[config.mk]
export PLATFORM = sky130hd
export DESIGN_NAME = button_debouncer_flat
export DESIGN_NICKNAME = d
export VERILOG_FILES = /design/src/rtl/debounce_pkg.sv /design/src/rtl/button_debouncer_if.sv /design/src/rtl/button_debouncer_sync_2ff.sv /design/src/rtl/button_debouncer.sv /design/src/flat_wrapper.sv
export SDC_FILE = /design/constraint.sdc
export NUM_CORES = 1
export LEC_CHECK = 0
export CORE_UTILIZATION = 45
export DETAILED_ROUTE_END_ITERATION = 10
export PLACE_DENSITY = 0.73
export SYNTH_ARGS = -nofsm -noshare
export SYNTH_HDL_FRONTEND = slang
export SYNTH_HIERARCHICAL = 1
export SYNTH_SLANG_ARGS = --single-unit
export TNS_END_PERCENT = 1
[constraint.sdc]
create_clock -name clk -period 3.5 [get_ports clk]
set_clock_uncertainty 0.1 [all_clocks]
set_input_delay 0.875 -clock clk [delete_from_list [all_inputs] [get_ports clk]]
set_output_delay 0.875 -clock clk [all_outputs]
set_load 0.05 [all_outputs]
[src/rtl/debounce_pkg.sv]
// Shared types and width helpers for the push-button debouncer.
//   state_t : debouncer FSM state, 2-bit encoding
//   cnt_w   : width of the consecutive-sample counter for a given N_SAMPLES
//   hold_w  : width of the long-press tick counter for a given HOLD_TICKS
package debounce_pkg;

  typedef enum logic [1:0] {
    IDLE        = 2'd0,
    PRESS_CHK   = 2'd1,
    PRESSED     = 2'd2,
    RELEASE_CHK = 2'd3
  } state_t;

  function automatic int cnt_w(input int n_samples);
    return $clog2(n_samples + 1);
  endfunction

  function automatic int hold_w(input int hold_ticks);
    return $clog2(hold_ticks + 1);
  endfunction

endpackage

[src/rtl/button_debouncer_if.sv]
// Button-side bundle of the debouncer.
//   slow_clk    : divider output, each 0->1 transition is one sample tick
//   btn_raw     : raw asynchronous button pin, 1 = pressed
//   btn_level   : debounced level
//   btn_press   : one-clk pulse on accepted press
//   btn_release : one-clk pulse on accepted release
//   btn_hold    : one-clk pulse on long press, at most once per press
// master drives the pin and strobe; slave is the debouncer.
interface button_debouncer_if;
  logic slow_clk;
  logic btn_raw;
  logic btn_level;
  logic btn_press;
  logic btn_release;
  logic btn_hold;

  modport master (
    output slow_clk, btn_raw,
    input  btn_level, btn_press, btn_release, btn_hold
  );

  modport slave (
    input  slow_clk, btn_raw,
    output btn_level, btn_press, btn_release, btn_hold
  );
endinterface

[src/rtl/button_debouncer_sync_2ff.sv]
// Two-flop synchronizer for a single asynchronous pin, synchronous active-high reset.
//   clk   : destination clock
//   reset : synchronous, active-high; clears both flops
//   d     : asynchronous input
//   q     : synchronized output, two clk cycles behind d
module sync_2ff (
  input  logic clk,
  input  logic reset,
  input  logic d,
  output logic q
);

  logic meta;

  always_ff @(posedge clk) begin
    if (reset) begin
      meta <= 1'b0;
      q    <= 1'b0;
    end else begin
      meta <= d;
      q    <= meta;
    end
  end

endmodule

[src/rtl/button_debouncer.sv]
// Push-button debouncer driven by the slow_clk sample strobe.
//   clk   : system clock, every flop is on its rising edge
//   reset : synchronous, active-high
//   bus   : button_debouncer_if.slave (slow_clk, btn_raw in; level/press/release/hold out)
// btn_raw is synchronized, then sampled once per slow_clk rising edge. A state change is
// accepted after N_SAMPLES consecutive equal samples; btn_hold fires once per press after
// HOLD_TICKS ticks spent pressed.
module button_debouncer
  import debounce_pkg::*;
#(
  parameter int N_SAMPLES  = 4,
  parameter int HOLD_TICKS = 8
) (
  input logic               clk,
  input logic               reset,
  button_debouncer_if.slave bus
);

  localparam int CNT_W  = cnt_w(N_SAMPLES);
  localparam int HOLD_W = hold_w(HOLD_TICKS);

  localparam logic [CNT_W-1:0]  CNT_ZERO  = '0;
  localparam logic [CNT_W-1:0]  CNT_ONE   = CNT_W'(1);
  localparam logic [CNT_W-1:0]  CNT_LAST  = CNT_W'(N_SAMPLES - 1);
  localparam logic [HOLD_W-1:0] HOLD_ZERO = '0;
  localparam logic [HOLD_W-1:0] HOLD_MAX  = HOLD_W'(HOLD_TICKS);

  function automatic logic [HOLD_W-1:0] hold_sat_inc(input logic [HOLD_W-1:0] v);
    return (v >= HOLD_MAX) ? HOLD_MAX : v + HOLD_W'(1);
  endfunction

  logic btn_s;
  logic slow_clk_d;
  logic tick;

  state_t            state, state_nxt;
  logic [CNT_W-1:0]  cnt, cnt_nxt;
  logic [HOLD_W-1:0] hold_cnt, hold_cnt_nxt;
  logic              hold_done, hold_done_nxt;
  logic              hold_fire;

  logic level_nxt, press_nxt, release_nxt, hold_nxt;
  logic level_q, press_q, release_q, hold_q;

  // Input stage: synchronizer and sample-strobe edge detect
  sync_2ff u_sync_btn (
    .clk   (clk),
    .reset (reset),
    .d     (bus.btn_raw),
    .q     (btn_s)
  );

  // slow_clk_d resets high so a slow_clk already high at reset release is not a tick.
  always_ff @(posedge clk) begin
    if (reset) slow_clk_d <= 1'b1;
    else       slow_clk_d <= bus.slow_clk;
  end

  assign tick = bus.slow_clk & ~slow_clk_d;

  // FSM stage: state and counters
  always_ff @(posedge clk) begin
    if (reset) begin
      state     <= IDLE;
      cnt       <= CNT_ZERO;
      hold_cnt  <= HOLD_ZERO;
      hold_done <= 1'b0;
    end else begin
      state     <= state_nxt;
      cnt       <= cnt_nxt;
      hold_cnt  <= hold_cnt_nxt;
      hold_done <= hold_done_nxt;
    end
  end

  always_comb begin
    state_nxt    = state;
    cnt_nxt      = cnt;
    hold_cnt_nxt = hold_cnt;
    if (tick) begin
      case (state)
        IDLE: begin
          if (btn_s) begin
            state_nxt = PRESS_CHK;
            cnt_nxt   = CNT_ONE;
          end
        end
        PRESS_CHK: begin
          if (!btn_s) begin
            state_nxt = IDLE;
            cnt_nxt   = CNT_ZERO;
          end else if (cnt == CNT_LAST) begin
            state_nxt    = PRESSED;
            cnt_nxt      = CNT_ZERO;
            hold_cnt_nxt = HOLD_ZERO;
          end else begin
            cnt_nxt = cnt + CNT_ONE;
          end
        end
        PRESSED: begin
          if (!btn_s) begin
            state_nxt = RELEASE_CHK;
            cnt_nxt   = CNT_ONE;
          end else begin
            hold_cnt_nxt = hold_sat_inc(hold_cnt);
          end
        end
        RELEASE_CHK: begin
          // A bounce back to 1 returns to PRESSED with the long-press progress intact.
          if (btn_s) begin
            state_nxt = PRESSED;
            cnt_nxt   = CNT_ZERO;
          end else if (cnt == CNT_LAST) begin
            state_nxt    = IDLE;
            cnt_nxt      = CNT_ZERO;
            hold_cnt_nxt = HOLD_ZERO;
          end else begin
            cnt_nxt = cnt + CNT_ONE;
          end
        end
        default: begin
          state_nxt = IDLE;
          cnt_nxt   = CNT_ZERO;
        end
      endcase
    end
  end

  // hold_done latches the first long-press pulse and is only cleared back in IDLE.
  assign hold_fire = tick && (state == PRESSED) && btn_s &&
                     (hold_cnt_nxt == HOLD_MAX) && !hold_done;

  always_comb begin
    hold_done_nxt = hold_done;
    if (state_nxt == IDLE) hold_done_nxt = 1'b0;
    else if (hold_fire)    hold_done_nxt = 1'b1;
  end

  // Output stage: next-cycle values, registered so they align with the new state
  always_comb begin
    level_nxt   = (state_nxt == PRESSED) || (state_nxt == RELEASE_CHK);
    press_nxt   = tick && (state == PRESS_CHK) && (state_nxt == PRESSED);
    release_nxt = tick && (state == RELEASE_CHK) && (state_nxt == IDLE);
    hold_nxt    = hold_fire;
  end

  always_ff @(posedge clk) begin
    if (reset) begin
      level_q   <= 1'b0;
      press_q   <= 1'b0;
      release_q <= 1'b0;
      hold_q    <= 1'b0;
    end else begin
      level_q   <= level_nxt;
      press_q   <= press_nxt;
      release_q <= release_nxt;
      hold_q    <= hold_nxt;
    end
  end

  assign bus.btn_level   = level_q;
  assign bus.btn_press   = press_q;
  assign bus.btn_release = release_q;
  assign bus.btn_hold    = hold_q;

endmodule

[src/flat_wrapper.sv]
// flat-port wrapper written by rule: the top's interface ports become plain ports
module button_debouncer_flat import debounce_pkg::*;
#(
  parameter int N_SAMPLES  = 4,
  parameter int HOLD_TICKS = 8
)
  (clk, reset, bus_slow_clk, bus_btn_raw, bus_btn_level, bus_btn_press, bus_btn_release, bus_btn_hold);
  button_debouncer_if bus_i ();
  input logic clk;
  input logic reset;
  input wire logic [$bits(bus_i.slow_clk)-1:0] bus_slow_clk;
  input wire logic [$bits(bus_i.btn_raw)-1:0] bus_btn_raw;
  output wire logic [$bits(bus_i.btn_level)-1:0] bus_btn_level;
  output wire logic [$bits(bus_i.btn_press)-1:0] bus_btn_press;
  output wire logic [$bits(bus_i.btn_release)-1:0] bus_btn_release;
  output wire logic [$bits(bus_i.btn_hold)-1:0] bus_btn_hold;
  assign bus_i.slow_clk = bus_slow_clk;
  assign bus_i.btn_raw = bus_btn_raw;
  assign bus_btn_level = bus_i.btn_level;
  assign bus_btn_press = bus_i.btn_press;
  assign bus_btn_release = bus_i.btn_release;
  assign bus_btn_hold = bus_i.btn_hold;
  button_debouncer #(.N_SAMPLES(N_SAMPLES), .HOLD_TICKS(HOLD_TICKS)) u_core (.clk(clk), .reset(reset), .bus(bus_i));
endmodule
==> results of run 1 <==
[logic make-up (layout without fill, tap and decap cells)]
family / Yosys count / count (layout) / share of synthesized area
simple gates: 32 / 32 / 0.238
compound gates: 24 / 24 / 0.217
flops: 17 / 17 / 0.405
buf+inv: 11 / 17 / 0.0714
fa+ha+maj: 3 / 3 / 0.0446
xor+xnor: 1 / 1 / 0.0104
mux: 1 / 1 / 0.0134
[metrics by stage]
step | instance area [µm²] | hold WS, ns
6_report | 932 | 0.360
5_1_grt | 932 | 0.373
4_1_cts | 932 | 0.364
3_5_place_dp | 905 | 0.349
3_3_place_gp | 905 | 0.318
2_1_floorplan | 841 | 0.314
[placed cells by master, fill, tap and decap left out, types with 2 or more instances in the layout]
cell type | synthesis | layout
nor3_1 | 4 | 4
o31ai_1 | 2 | 2
inv_1 | 6 | 6
a21oi_1 | 4 | 4
clkdlybuf4s50_1 | 0 | 7
nand2_1 | 3 | 3
dfxtp_1 | 17 | 17
nand3_1 | 3 | 3
clkbuf_4 | 0 | 3
nor2_1 | 7 | 7
nor2b_1 | 3 | 3
o21ai_0 | 3 | 3
a211oi_1 | 3 | 3
ha_1 | 3 | 3
[cell type report]
| class | count | area (µm²) | share of cell area |
|---|---|---|---|
| multi-input cells | 61 | 440 | 0.472 |
| flip-flops and latches | 17 | 340 | 0.365 |
| clock inverters | 1 | 5.00 | 0.00537 |
| repair buffers | 7 | 70.1 | 0.0752 |
| clock buffers | 3 | 22.5 | 0.0242 |
| well taps | 25 | 31.3 | 0.0336 |
| inverters | 6 | 22.5 | 0.0242 |
[power groups by stage]
stage,logic [W],registers (W),clock network [W]
6_report,0.0000177,0.000201,0.000102
5_1_grt,0.0000192,0.000201,0.000117
4_1_cts,0.0000177,0.000201,0.000108
3_5_place_dp,0.0000175,0.000205,0
3_3_place_gp,0.0000168,0.000205,0
2_1_floorplan,0.0000138,0.000203,0
[flip-flops by register name (all words and copies together) (netlist names)]
signal	cells
u_core/u_sync_btn/meta	1
u_core/hold_cnt	4
u_core/bus.btn_press	1
u_core/state	2
u_core/bus.btn_level	1
u_core/hold_done	1
u_core/bus.btn_hold	1
u_core/slow_clk_d	1
u_core/u_sync_btn/q	1
u_core/bus.btn_release	1
u_core/cnt	3
[worst min-delay path by stage]
stage,startpoint,endpoint,cells after the start
2_1_floorplan,u_core/u_sync_btn/meta,u_core/u_sync_btn/q,1
3_3_place_gp,u_core/u_sync_btn/meta,u_core/u_sync_btn/q,1
3_5_place_dp,u_core/u_sync_btn/meta,u_core/u_sync_btn/q,1
4_1_cts,u_core/u_sync_btn/meta,u_core/u_sync_btn/q,1
5_1_grt,u_core/u_sync_btn/meta,u_core/u_sync_btn/q,1
6_report,u_core/u_sync_btn/meta,u_core/u_sync_btn/q,1
[routing by layer]
metal / GRT usage / vias to the layer above / wire length, µm
li1: - / 332 / -
met1: 0.233 / 303 / 768
met2: 0.229 / 12 / 721
met3: 0.0600 / 2 / 54
met4: 0.0970 / 0 / 15
met5: 0 / - / 0
==> impl_metrics.env, run 1 <==
export IMPL_status="finished clean"
export IMPL_worstSetupEndpointType="output pin"
export IMPL_p_leak_nw=0.357
export IMPL_grt_pass1_vias=560
export IMPL_reg2reg_depth=5
export IMPL_place_hpwl_mm=1.09
export IMPL_switchingPower_w=0.0000731
export IMPL_timing_rr_start="u_core/cnt[0]"
export IMPL_crit_fanout=1
export IMPL_grt_max_degree=17
export IMPL_cts_resized=0
export IMPL_async_flop_share=0
export IMPL_sequentialPowerShare=0.626
export IMPL_p_comb_frac=0.055
export IMPL_synthTopCellsByArea="dfxtp_1, ha_1, nor2_1, a211oi_1, buf_4"
export IMPL_vias=649
export IMPL_gp_congestion=0.864
export IMPL_hold_class="register to register"
export IMPL_netlist_instances=89
export IMPL_final_net_count=103
export IMPL_port_buffers=7
export IMPL_post_cts_buffers=0
export IMPL_worst_path_largest_cell_delay_ns=0.79
export IMPL_drive_gt1_frac=0.137
export IMPL_p_clk_frac=0.319
export IMPL_initial_core_util=0.482
export IMPL_peakVddDrop_v=0.000272
export IMPL_grt_pass1_wl_mm=2.43
export IMPL_cts_htree_levels=1
export IMPL_cts_sinks=17
export IMPL_clk_latency_ns=0.29
export IMPL_wl_mm=1.56
export IMPL_syn_cell_area_um2=841
export IMPL_hold_buffers=0
export IMPL_dieArea_mm2=0.00205
export IMPL_cts_buffers=3
export IMPL_yosysMostFrequentCell="dfxtp_1"
export IMPL_gr_total_overflow=0
export IMPL_drc=0
export IMPL_crit_end="bus_btn_press"
export IMPL_total_power_w=0.000320
export IMPL_clk_pin_slew_worst_paths_ns=0.09
export IMPL_dr_pass1_iters=4
export IMPL_critPathLaunchType="register"
export IMPL_crit_chain="clkdlybuf4s50_1"
export IMPL_ys_ff_latch=17
export IMPL_final_core_utilization=0.534
export IMPL_rsz0062_at_grt="no"
export IMPL_ff2ff_setup_slack_ns=1.86
export IMPL_netlist_area_leader_share=0.405
export IMPL_grt_use_total=0.171
export IMPL_final_setup_viol_count=0
export IMPL_root_buffer="clkbuf_4"
export IMPL_wire_per_inst_um=13.0
export IMPL_drtAntennaViolNets=0
export IMPL_critPathSlowestCell="clkdlybuf4s50_1"
export IMPL_path_class="register to output pin"
export IMPL_io_pins=8
export IMPL_relSlewSlack=0.614
export IMPL_r2r_end="u_core/hold_cnt[2]"
export IMPL_cts_buffer_depth=2
export IMPL_crit_path_start="u_core/bus.btn_press"
export IMPL_fill_cells=170
export IMPL_timing_fmax_ghz=0.421
export IMPL_arrival_ns=1.40
export IMPL_avgSynthCellArea_um2=9.45
export IMPL_p_int_w=0.000247
export IMPL_die_w_um=45.2
export IMPL_syn_nets=96
export IMPL_fp_dieH_um=45.2
export IMPL_rows=15
export IMPL_crit_family="buffers and inverters"
export IMPL_dp_slack_ns=0.812
export IMPL_fin_ws_ns=1.12
export IMPL_worstPathRequired_ns=2.52
export IMPL_yosysUniqueCellTypes=41
export IMPL_final_hold_violation_count=0
export IMPL_synth_top_area_cell="dfxtp_1"
export IMPL_syn2layout_area_growth_pct=10.9
export IMPL_antenna_found_initial=0
export IMPL_place_inst=116
export IMPL_slew_violations=0
export IMPL_ys_flop_type="dfxtp_1"
export IMPL_sw_frac_of_total=0.228
export IMPL_stdcell_count=120
export IMPL_synth_edf_count=0
export IMPL_n_antenna_cell=0
export IMPL_synth_yosys_seq_area_share=0.405
export IMPL_tightest_slew_ns=0.578
export IMPL_period_share=0.679
export IMPL_yosys_warnings=6
export IMPL_pwr_density_cell_mw_per_mm2=344
export IMPL_netlist_top_cells_count="dfxtp_1, nor2_1, inv_1"
export IMPL_crit_cells=1
export IMPL_first_iter_violations=26
export IMPL_critical_path_buf_inv_count=1
export IMPL_fin_setup_tns_ns=0
export IMPL_max_cap_violations=0
export IMPL_cts_tree="built"
export IMPL_coreArea_mm2=0.00175
export IMPL_layout_min_cycle_time_ns=2.38
export IMPL_via_per_inst=5.41
Note: power is estimated with default switching activity, not from simulation.
==> run 2: changes to the inputs <==
==> constraint.sdc (replaced) <==
create_clock -name clk -period 2.3 [get_ports clk]
set_clock_uncertainty 0.1 [all_clocks]
set_input_delay 0.575 -clock clk [delete_from_list [all_inputs] [get_ports clk]]
set_output_delay 0.575 -clock clk [all_outputs]
set_load 0.05 [all_outputs]
==> run 2 against run 1 <==
  * Utilization increased by 0.79 points
  * Sequential share of layout area down 0.53 points
  * Clock-buffer cell count is 1 higher
  * Die area unchanged
  * Routed wire length increased by 2.9%
  * Non-clock buffer count increased by 2
  * Critical endpoint is now bus_btn_release
  * Largest power group unchanged
  * Highest routed layer is now met3
==> impl_metrics.env, run 2 (synthesis gave the netlist of run 1 again) <==
export IMPL_final_hold_violation_count=0
export IMPL_crit_chain="clkdlybuf4s50_1"
export IMPL_tightest_slew_ns=0.495
export IMPL_p_leak_nw=0.365
export IMPL_hold_class="register to register"
export IMPL_n_antenna_cell=0
export IMPL_io_pins=8
export IMPL_worstSetupEndpointType="output pin"
export IMPL_pwr_density_cell_mw_per_mm2=521
export IMPL_max_cap_violations=0
export IMPL_place_hpwl_mm=1.14
export IMPL_drc=0
export IMPL_cts_htree_levels=1
export IMPL_antenna_found_initial=0
export IMPL_dieArea_mm2=0.00205
export IMPL_status="finished clean"
export IMPL_sw_frac_of_total=0.226
export IMPL_reg2reg_depth=5
export IMPL_grt_max_degree=16
export IMPL_coreArea_mm2=0.00175
export IMPL_initial_core_util=0.482
export IMPL_hold_buffers=0
export IMPL_grt_use_total=0.176
export IMPL_timing_fmax_ghz=0.481
export IMPL_slew_violations=0
export IMPL_critPathSlowestCell="clkdlybuf4s50_1"
export IMPL_rows=15
export IMPL_clk_latency_ns=0.29
export IMPL_cts_buffer_depth=2
export IMPL_fill_cells=164
export IMPL_cts_sinks=17
export IMPL_p_comb_frac=0.060
export IMPL_grt_pass1_vias=627
export IMPL_critPathLaunchType="register"
export IMPL_regMostFlops="u_core/hold_cnt"
export IMPL_dr_pass1_iters=4
export IMPL_crit_end="bus_btn_release"
export IMPL_final_net_count=105
export IMPL_gr_total_overflow=0
export IMPL_mostFrequentLayoutCell="dfxtp_1"
export IMPL_grt_pass1_wl_mm=2.67
export IMPL_fin_setup_tns_ns=0
export IMPL_vias=662
export IMPL_cts_buffers=3
export IMPL_syn2layout_area_growth_pct=12.5
export IMPL_p_clk_frac=0.320
export IMPL_layout_min_cycle_time_ns=2.08
export IMPL_cts_tree="built"
export IMPL_rsz0062_at_grt="no"
export IMPL_min_from="u_core/u_sync_btn/meta"
export IMPL_die_w_um=45.2
export IMPL_final_setup_viol_count=0
export IMPL_fp_dieH_um=45.2
export IMPL_relSlewSlack=0.669
export IMPL_drtAntennaViolNets=0
export IMPL_wl_mm=1.60
export IMPL_r2r_end="u_core/hold_cnt[2]"
export IMPL_worst_path_largest_cell_delay_ns=0.79
export IMPL_crit_path_start="u_core/bus.btn_release"
export IMPL_root_buffer="clkbuf_4"
export IMPL_first_iter_violations=7
export IMPL_port_buffers=7
export IMPL_p_int_w=0.000381
export IMPL_worstPathRequired_ns=1.62
export IMPL_arrival_ns=1.40
export IMPL_via_per_inst=5.43
export IMPL_gp_congestion=0.841
export IMPL_path_class="register to output pin"
export IMPL_crit_fanout=1
export IMPL_period_share=0.903
export IMPL_switchingPower_w=0.000111
export IMPL_cts_resized=0
export IMPL_drive_gt1_frac=0.144
export IMPL_ff2ff_setup_slack_ns=0.64
export IMPL_total_power_w=0.000492
export IMPL_crit_cells=1
export IMPL_final_cell_mix="dfxtp_1, clkdlybuf4s50_1, nor2_1, inv_1"
export IMPL_timing_rr_start="u_core/cnt[0]"
export IMPL_post_cts_buffers=0
export IMPL_sequentialPowerShare=0.620
export IMPL_largest_reg_flops=4
export IMPL_crit_family="buffers and inverters"
export IMPL_clk_pin_slew_worst_paths_ns=0.10
export IMPL_critical_path_buf_inv_count=1
export IMPL_top_regs="u_core/hold_cnt: 4 flops, u_core/cnt: 3 flops, u_core/state: 2 flops"
export IMPL_wire_per_inst_um=13.1
export IMPL_peakVddDrop_v=0.000462
[run 2: cell types whose count changed in the layout (fill, tap and decap cells not counted)]
cell	change
buf_4	+2
clkbuf_1	+1
clkinv_2	-1
[run 2: layout make-up]
class / instances / area, µm² / share of cell area
clock buffers: 4 / 26.3 / 0.0278
inverters: 6 / 22.5 / 0.0238
multi-input cells: 61 / 440 / 0.466
flip-flops and latches: 17 / 340 / 0.360
well taps: 25 / 31.3 / 0.0331
repair buffers: 9 / 85.1 / 0.0899
[run 2: worst min path at each step]
stage                          endpoint  slack, ns  cells past startpoint
floorplan           u_core/u_sync_btn/q       0.31                      1
global placement    u_core/u_sync_btn/q       0.32                      1
detailed placement  u_core/u_sync_btn/q       0.34                      1
CTS                 u_core/u_sync_btn/q       0.36                      1
global route        u_core/u_sync_btn/q       0.37                      1
finish              u_core/u_sync_btn/q       0.35                      1
[run 2: metal layers]
layer | global-route usage | wire [µm]
met1 | 0.237 | 803
met2 | 0.290 | 773
met3 | 0.0480 | 28
met4 | 0.0182 | 0
met5 | 0 | 0
[run 2: power by group through the flow]
stage	clock [W]	sequential (W)	combinational, W
after global routing	0.000175	0.000306	0.0000324
after global placement	0	0.000312	0.0000287
after detailed placement	0	0.000312	0.0000291
after floorplan	0	0.000309	0.0000210
after CTS	0.000162	0.000306	0.0000294
final	0.000157	0.000306	0.0000295
[run 2: through the flow]
| step | setup WS [ns] | std cells | hold WS [ns] | utilization | area [µm²] |
|---|---|---|---|---|---|
| CTS | 0.214 | 122 | 0.359 | 0.542 | 946 |
| floorplan | 0.697 | 89 | 0.314 | - | 841 |
| global placement | 0.197 | 118 | 0.319 | 0.527 | 920 |
| detailed placement | 0.142 | 118 | 0.339 | 0.527 | 920 |
| global route | 0.173 | 122 | 0.371 | 0.542 | 946 |
| finish | 0.222 | 122 | 0.352 | 0.542 | 946 |
==> run 3: changes to the inputs <==
--- a/config.mk
+++ b/config.mk
@@ -7,9 +7,9 @@
 export LEC_CHECK = 0
 export CORE_UTILIZATION = 45
 export DETAILED_ROUTE_END_ITERATION = 10
-export PLACE_DENSITY = 0.73
+export PLACE_DENSITY = 0.65
 export SYNTH_ARGS = -nofsm -noshare
 export SYNTH_HDL_FRONTEND = slang
 export SYNTH_HIERARCHICAL = 1
 export SYNTH_SLANG_ARGS = --single-unit
-export TNS_END_PERCENT = 1
+export TNS_END_PERCENT = 50
==> run 3 against run 2 <==
  * Routed wire length decreased by 1.7%
  * Sequential cell count unchanged
  * Via count grew 0.45%
  * Global-route usage fell by 0.77 points
  * Register-to-register slack hardly changed
  * Worst hold slack improved by 0.018 ns
  * Utilization increased by 0.43 points
  * Maximum frequency increased by 0.18%
  * Clock-buffer cell count stayed put
  * Die area unchanged
  * Clock power rose by 3%
  * Critical path type unchanged
  * Largest power group unchanged
  * Highest routed layer is now met4
==> impl_metrics.env, run 3 (synthesis gave the netlist of run 1 again) <==
export IMPL_worst_path_largest_cell_delay_ns=0.79
export IMPL_relSlewSlack=0.670
export IMPL_fp_dieH_um=45.2
export IMPL_top_regs="u_core/hold_cnt: 4 flops, u_core/cnt: 3 flops, u_core/state: 2 flops"
export IMPL_via_per_inst=5.41
export IMPL_worstPathRequired_ns=1.62
export IMPL_crit_fanout=1
export IMPL_rows=15
export IMPL_mostFrequentLayoutCell="dfxtp_1"
export IMPL_status="finished clean"
export IMPL_timing_rr_start="u_core/state[0]"
export IMPL_pwr_density_cell_mw_per_mm2=521
export IMPL_drc=0
export IMPL_max_cap_violations=0
export IMPL_largest_reg_flops=4
export IMPL_wire_per_inst_um=12.8
export IMPL_ff2ff_setup_slack_ns=0.65
export IMPL_grt_pass1_wl_mm=2.42
export IMPL_io_pins=8
export IMPL_fin_setup_tns_ns=0
export IMPL_cts_htree_levels=1
export IMPL_wl_mm=1.58
export IMPL_design_area_um2=953
export IMPL_path_class="register to output pin"
export IMPL_final_setup_viol_count=0
export IMPL_port_buffers=7
export IMPL_peakVddDrop_v=0.000236
export IMPL_vias=665
export IMPL_tightest_slew_ns=0.494
export IMPL_antenna_found_initial=0
export IMPL_critPathSlowestCell="clkdlybuf4s50_1"
export IMPL_dr_pass1_iters=4
export IMPL_crit_family="buffers and inverters"
export IMPL_drtAntennaViolNets=0
export IMPL_p_leak_nw=0.370
export IMPL_final_cell_mix="dfxtp_1, clkdlybuf4s50_1, nor2_1, inv_1"
export IMPL_cts_buffer_depth=2
export IMPL_dieArea_mm2=0.00205
export IMPL_fill_cells=182
export IMPL_clk_pin_slew_worst_paths_ns=0.10
export IMPL_cts_buffers=3
export IMPL_cts_sinks=17
export IMPL_postPlaceCellArea_um2=927
export IMPL_grt_max_degree=16
export IMPL_rsz0062_at_grt="no"
export IMPL_die_w_um=45.2
export IMPL_clk_latency_ns=0.29
export IMPL_slew_violations=0
export IMPL_fin_ws_ns=0.226
export IMPL_critPathLaunchType="register"
export IMPL_period_share=0.902
export IMPL_layout_min_cycle_time_ns=2.07
export IMPL_crit_path_start="u_core/bus.btn_hold"
export IMPL_cts_resized=0
export IMPL_arrival_ns=1.40
export IMPL_place_hpwl_mm=1.10
export IMPL_hold_path_depth=1
export IMPL_root_buffer="clkbuf_4"
export IMPL_min_from="u_core/u_sync_btn/meta"
export IMPL_gr_total_overflow=0
export IMPL_regMostFlops="u_core/hold_cnt"
export IMPL_reg2reg_depth=4
export IMPL_grt_use_total=0.168
export IMPL_n_antenna_cell=0
export IMPL_critical_path_buf_inv_count=1
export IMPL_r2r_end="u_core/hold_done"
export IMPL_final_hold_violation_count=0
export IMPL_post_cts_buffers=0
export IMPL_final_net_count=106
export IMPL_timing_fmax_ghz=0.482
export IMPL_syn2layout_area_growth_pct=13.4
export IMPL_cts_tree="built"
export IMPL_worstSetupEndpointType="output pin"
export IMPL_dp_slack_ns=0.211
export IMPL_coreArea_mm2=0.00175
export IMPL_first_iter_violations=15
export IMPL_hold_buffers=0
export IMPL_drive_gt1_frac=0.153
export IMPL_grt_pass1_vias=536
export IMPL_initial_core_util=0.482
export IMPL_gp_congestion=0.879
export IMPL_multiInputGateArea_um2=440
export IMPL_crit_chain="clkdlybuf4s50_1"
export IMPL_hold_class="register to register"
export IMPL_hold_end="u_core/u_sync_btn/q"
export IMPL_seq_area_um2=340
run 3: cell types whose count changed in the layout (fill, tap and decap cells not counted), sizes merged:
cell  previous run  this run
buf              2         3
run 3: per-layer routing:
metal / vias to the layer above / part of all wire / track usage
li1: 341 / - / -
met1: 312 / 0.52 / 0.257
met2: 10 / 0.44 / 0.223
met3: 2 / 0.027 / 0.0360
met4: 0 / 0.0089 / 0.0727
met5: - / 0 / 0
run 3: how the worst max path moves through the flow:
| stage | end | slack, ns | cells past startpoint |
|---|---|---|---|
| floorplan | u_core/hold_done | 0.70 | 5 |
| global placement | u_core/hold_done | 0.26 | 5 |
| detailed placement | u_core/hold_done | 0.21 | 5 |
| CTS | bus_btn_hold | 0.21 | 1 |
| global route | bus_btn_level | 0.18 | 1 |
| finish | bus_btn_hold | 0.23 | 1 |
run 3: metrics by stage:
step | utilization | hold WS, ns | cells | total power (W)
6_report | 0.546 | 0.369 | 123 | 0.000497
5_1_grt | 0.546 | 0.386 | 123 | 0.000516
4_1_cts | 0.546 | 0.372 | 123 | 0.000502
3_5_place_dp | 0.531 | 0.350 | 119 | 0.000342
3_3_place_gp | 0.531 | 0.341 | 119 | 0.000342
2_1_floorplan | - | 0.314 | 89 | 0.000330
run 3: cell type report:
type	count	share of cell area
Tap cell	25	0.0328
Multi-Input combinational cell	61	0.462
Timing Repair Buffer	10	0.0971
Sequential cell	17	0.357
Clock buffer	4	0.0276
Inverter	6	0.0236
run 3: where the power goes:
part / internal (W) / switching [W] / leakage (nW) / total, W
clock: 0.0000673 / 0.0000940 / 0.0150 / 0.000161
combinational: 0.0000153 / 0.0000149 / 0.217 / 0.0000302
sequential: 0.000299 / 0.00000613 / 0.138 / 0.000305
total: 0.000382 / 0.000115 / 0.370 / 0.000497
